File: src/rtl/oaer_arb.sv
// oaer_arb: two-source round-robin arbiter feeding the shared AER output port.
// Source 0 is the mapper stream, source 1 the secondary (loopback/test) stream.
// Ports:
//   clk, rst              single clock, synchronous active-high reset
//   enable                1 = accept new events; 0 = stop accepting, output still drains
//   req0_*/req1_*         valid/ready event inputs (rdy is combinational)
//   oaer_data/vld/rdy     registered one-entry output stage towards the AER driver
//   owner                 current arbitration state (00 IDLE, 01 OWN0, 10 OWN1)
//   evt_cnt0/evt_cnt1     saturating per-source accept counters
module oaer_arb #(
  parameter int unsigned DATA_WIDTH = 32,
  parameter int unsigned MAX_BURST  = 4,
  parameter int unsigned CNT_WIDTH  = 16
) (
  input  logic                  clk,
  input  logic                  rst,
  input  logic                  enable,
  input  logic [DATA_WIDTH-1:0] req0_data,
  input  logic                  req0_vld,
  output logic                  req0_rdy,
  input  logic [DATA_WIDTH-1:0] req1_data,
  input  logic                  req1_vld,
  output logic                  req1_rdy,
  output logic [DATA_WIDTH-1:0] oaer_data,
  output logic                  oaer_vld,
  input  logic                  oaer_rdy,
  output logic [1:0]            owner,
  output logic [CNT_WIDTH-1:0]  evt_cnt0,
  output logic [CNT_WIDTH-1:0]  evt_cnt1
);

  localparam int unsigned BURST_W = 4;
  localparam logic [BURST_W-1:0] LP_MAX = BURST_W'(MAX_BURST);

  typedef enum logic [1:0] {
    ST_IDLE = 2'b00,
    ST_OWN0 = 2'b01,
    ST_OWN1 = 2'b10
  } state_t;

  state_t                r_state;
  state_t                w_state_nxt;
  logic [BURST_W-1:0]    r_burst;
  logic [BURST_W-1:0]    w_burst_nxt;
  logic                  w_sel;
  logic                  w_load_ok;
  logic                  w_acc;
  logic                  w_same_src;
  logic [DATA_WIDTH-1:0] r_oaer_data;
  logic                  r_oaer_vld;
  logic [CNT_WIDTH-1:0]  r_cnt0;
  logic [CNT_WIDTH-1:0]  r_cnt1;

  // Selection, handshake and next-state logic
  always_comb begin
    w_sel       = 1'b0;
    w_state_nxt = r_state;
    w_burst_nxt = r_burst;
    w_same_src  = 1'b0;
    w_load_ok   = enable & ~rst & (~r_oaer_vld | oaer_rdy);

    case (r_state)
      ST_IDLE: w_sel = ~req0_vld & req1_vld;
      // Leave source 0 only when source 1 waits and 0 cannot extend its burst
      ST_OWN0: w_sel = req1_vld & ~(req0_vld & (r_burst < LP_MAX));
      // Mirror of OWN0: stay on 1 unless 0 waits and 1 cannot extend its burst
      ST_OWN1: w_sel = ~(req0_vld & ~(req1_vld & (r_burst < LP_MAX)));
      default: w_sel = 1'b0;
    endcase

    req0_rdy = w_load_ok & ~w_sel;
    req1_rdy = w_load_ok & w_sel;
    w_acc    = (req0_vld & req0_rdy) | (req1_vld & req1_rdy);

    w_same_src = ((r_state == ST_OWN0) & ~w_sel) | ((r_state == ST_OWN1) & w_sel);

    if (!enable) begin
      w_state_nxt = ST_IDLE;
      w_burst_nxt = '0;
    end else if (w_acc) begin
      if (w_same_src) begin
        w_burst_nxt = (r_burst >= LP_MAX) ? LP_MAX : r_burst + BURST_W'(1);
      end else begin
        w_state_nxt = w_sel ? ST_OWN1 : ST_OWN0;
        w_burst_nxt = BURST_W'(1);
      end
    end
  end

  // FSM state register
  always_ff @(posedge clk) begin
    if (rst) begin
      r_state <= ST_IDLE;
      r_burst <= '0;
    end else begin
      r_state <= w_state_nxt;
      r_burst <= w_burst_nxt;
    end
  end

  // Output stage: accept replaces the held event, otherwise a drain empties it
  always_ff @(posedge clk) begin
    if (rst) begin
      r_oaer_data <= '0;
      r_oaer_vld  <= 1'b0;
    end else if (w_acc) begin
      r_oaer_data <= w_sel ? req1_data : req0_data;
      r_oaer_vld  <= 1'b1;
    end else if (oaer_rdy) begin
      r_oaer_vld  <= 1'b0;
    end
  end

  // Saturating per-source accept counters
  always_ff @(posedge clk) begin
    if (rst) begin
      r_cnt0 <= '0;
      r_cnt1 <= '0;
    end else begin
      if (req0_vld && req0_rdy && (r_cnt0 != {CNT_WIDTH{1'b1}})) begin
        r_cnt0 <= r_cnt0 + CNT_WIDTH'(1);
      end
      if (req1_vld && req1_rdy && (r_cnt1 != {CNT_WIDTH{1'b1}})) begin
        r_cnt1 <= r_cnt1 + CNT_WIDTH'(1);
      end
    end
  end

  assign oaer_data = r_oaer_data;
  assign oaer_vld  = r_oaer_vld;
  assign owner     = r_state;
  assign evt_cnt0  = r_cnt0;
  assign evt_cnt1  = r_cnt1;

endmodule

File: config.mk
export PLATFORM = sky130hd
export DESIGN_NAME = oaer_arb
export DESIGN_NICKNAME = d
export VERILOG_FILES = /design/src/rtl/oaer_arb.sv
export SDC_FILE = /design/constraint.sdc
export NUM_CORES = 1
export LEC_CHECK = 0
export ABC_AREA = 1
export ABC_CLOCK_PERIOD_IN_PS = 2160
export CORE_MARGIN = 2
export CORE_UTILIZATION = 40
export CTS_CLUSTER_DIAMETER = 40
export DETAILED_ROUTE_END_ITERATION = 8
export PLACE_DENSITY = 0.76
export SYNTH_ARGS = -nofsm -noshare
export SYNTH_HDL_FRONTEND = slang
export SYNTH_SLANG_ARGS = --single-unit
File: constraint.sdc
create_clock -name clk -period 2.16 [get_ports clk]
set_clock_uncertainty 0.1 [all_clocks]
set_input_delay 0.54 -clock clk [delete_from_list [all_inputs] [get_ports clk]]
set_output_delay 0.54 -clock clk [all_outputs]
set_load 0.01 [all_outputs]
==> metrics.md <==
| Metric | Value |
|---|---|
| Status | `completed` |
| # setup viols final | `0` |
| Non-filler instance count after layout | `835` |
| Root Buffer | `clkbuf_8` |
| Final Slew Violations | `0` |
| Worst skew pair latency | `0.34 ns` |
| Unrepaired setup endpoints after global routing | `false` |
| # DRC | `0` |
| CP startpoint | `evt_cnt1[13]$_SDFFE_PP0P_` |
| I/O Pins | `139` |
| Total wire length | `10200 um` |
| Worst path max stage delay | `0.60 ns` |
| Cts hold-fix bufs | `0` |
| Element type at the critical path end | `primary output` |
| P per Cell Area | `508 mW/mm^2` |
| Critical path class | `reg -> out` |
| Clock transition at path regs | `0.07 ns` |
| Slew headroom | `68.3%` |
| Antenna violations before repair | `0` |
| Max-cap viol count | `0` |
| Die H | `99.1 um` |
| Post-Synthesis Cells | `575` |
| Final hold vios | `0` |
| Crit path buf inv count | `1` |
| Worst r2r src | `evt_cnt0[1]$_SDFFE_PP0P_` |
| Count of unique library cells instantiated by Yosys | `24` |
| Synth top area share | `39.3%` |
| Synthesized area per cell | `6.30 sq um` |
| DR iter-0 viols | `92` |
| Static leakage | `2.33 nW` |
| # rows | `34` |
| Final period util | `95.6%` |
| Most numerous cell in the Yosys netlist | `nand2_1` |
| Dpl ws | `-0.578 ns` |
| CP Cell Sequence | `clkdlybuf4s50_1` |
| Gr usage total | `21.1%` |
| Final setup margin | `0.0953 ns` |
| FFs w/ async S/R, synth | `0%` |
| Overflow after GRT | `0` |
| Mapped cell area | `0.00362 sq mm` |
| Starting Density | `41.3%` |
| CP Data Required Time | `1.52 ns` |
| Antenna cells | `0` |
| Yosys warning total | `0` |
| H-tree depth | `3` |
| First-pass GRT wire length | `16900 um` |
| Yosys top cell by area | `dfxtp_1` |
| Port Buffers | `138` |
| DR vias | `4078` |
| DP Wirelength | `7550 um` |
| Min cycle time layout | `2.06 ns` |
| Largest net degree at the start of global routing | `53` |
| Post-synthesis register bit count | `71` |
| Placed Instances | `819` |
| Syn_nets | `648` |
| Fraction of layout cells with a size suffix above 1 | `8.67%` |
| TritonRoute pass-1 iters | `4` |
| R2r endpoint | `evt_cnt0[1]$_SDFFE_PP0P_` |
| Top FF cell, synth | `dfxtp_1` |
| Total CTS buffers | `9` |
| Vias per cell | `4.88` |
| Core area | `0.00876 sq mm` |
| Top cells by area, synth | `dfxtp_1 (39%), nand2_1 (18%), nor2_1 (13%)` |
| EDFF count, synth | `0` |
| Max Root-Sink Buffers | `2` |
| Die width | `99.1 um` |
| Nets | `796` |
| Hold WS | `0.366 ns` |
| Routability cong. | `0.849` |
| Vias in the first global route | `3853` |
| Worst-Margin Slew | `0.475 ns` |
| Slowest-stage cell, CP | `clkdlybuf4s50_1` |
| Cell family with most CP delay | `buffers and inverters` |
| Area Growth Syn to Fin | `49.8%` |
| Hold EP | `r_burst[3]$_SDFFE_PP0P_` |
| Reg-to-reg slack, setup | `0.16 ns` |
| Min-delay worst type | `reg -> reg` |
| Post-route cell area | `0.00542 sq mm` |
| CTS Sinks | `71` |
| Seq/Total Area, Yosys | `39.3%` |
| Placed cell areas | `0.00523 sq mm` |
| Worst hold path startpoint | `r_burst[3]$_SDFFE_PP0P_` |
| CP Launch Type | `flop` |
| Total die area | `0.00983 sq mm` |
| CTS tree | `built` |
| F_max | `0.484 GHz` |
| Peak VDD IR | `0.247 mV` |
| Crit path DAT | `1.42 ns` |
| Routed len/inst | `12.2 um` |
| Worst R2R Path Depth | `11` |
| Critical path peak fanout | `6` |
| Commonest cells in the netlist | `nand2_1 (176), nor2_1 (130), dfxtp_1 (71)` |
| Hold path depth | `2` |
| DRT antenna net count | `0` |
-- layout by cell type (no fill, tap or decap), drive strengths merged, types with 2 or more instances in the layout --
master         synthesis  final
xnor2                  7      7
nor2                 136    136
nand2                180    180
o21ai                 44     44
clkbuf                 9     11
ha                     3      3
inv                   35     35
buf                   14     24
clkdlybuf4s50          0    131
nand3                 29     29
dlygate4sd2            0      5
nand4                  7      7
clkinv                 0      3
nor3                   4      4
nand3b                 2      2
dfxtp                 71     71
a21oi                 33     33
-- cell type report --
cell class | count | area, sq um
clock buffer | 11 | 141
clock inverter | 4 | 22.5
fill | 800 | 3340
inverter | 35 | 131
multi-input combinational | 446 | 1980
sequential | 71 | 1430
tap | 108 | 135
timing repair buffer | 160 | 1590
-- kinds of logic after synthesis --
family / count (synthesis) / synth area share, %
adder cells (fa/ha/maj): 3 / 1.04
AND/OR/NAND/NOR: 358 / 40.4
flip-flops: 71 / 39.3
XOR/XNOR: 7 / 1.69
buffers and inverters: 58 / 6.77
AO/OA/AOI/OAI: 78 / 10.9
-- per-stage QoR --
step	util (%)	TNS, ns	power, mW
3_3_place_gp	59.7	-25.54	1.87
6_report	61.9	0	2.76
5_1_grt	61.9	0	2.90
4_1_cts	61.7	0	2.79
2_1_floorplan	-	0	1.59
3_5_place_dp	59.7	-28.57	1.87
-- registers in the layout, summed over array words and instances (netlist names) --
register and count:
oaer_data 32, evt_cnt0 16, evt_cnt1 16, r_burst 4, owner 2, oaer_vld 1
-- routing by layer --
| layer | wire length [um] | GRT usage (%) |
|---|---|---|
| met1 | 4300 | 25.5 |
| met2 | 4770 | 34.5 |
| met4 | 164 | 8.11 |
| met5 | 0 | 0 |
| met3 | 983 | 7.45 |
-- worst max path at each step --
stage / endpoint / slack [ns] / cells past startpoint
detailed placement: req0_rdy / -0.58 / 7
CTS: req1_rdy / 0.01 / 9
floorplan: req1_rdy / 0.23 / 7
finish: evt_cnt1[13] / 0.1 / 1
global placement: req0_rdy / -0.57 / 7
global route: req1_rdy / 0.004 / 8
-- where the power goes --
part           internal [mW]  switching [mW]
Sequential              1.35          0.0239
Combinational          0.258           0.215
Clock                  0.436           0.473
-- timing repair --
action                                  4_1_cts  5_1_grt
buffers inserted                              0        1
endpoints found under the setup margin       52       25
pin swaps                                     3        0
resized for setup                            20        6
Note: power is estimated with default switching activity, not from simulation.
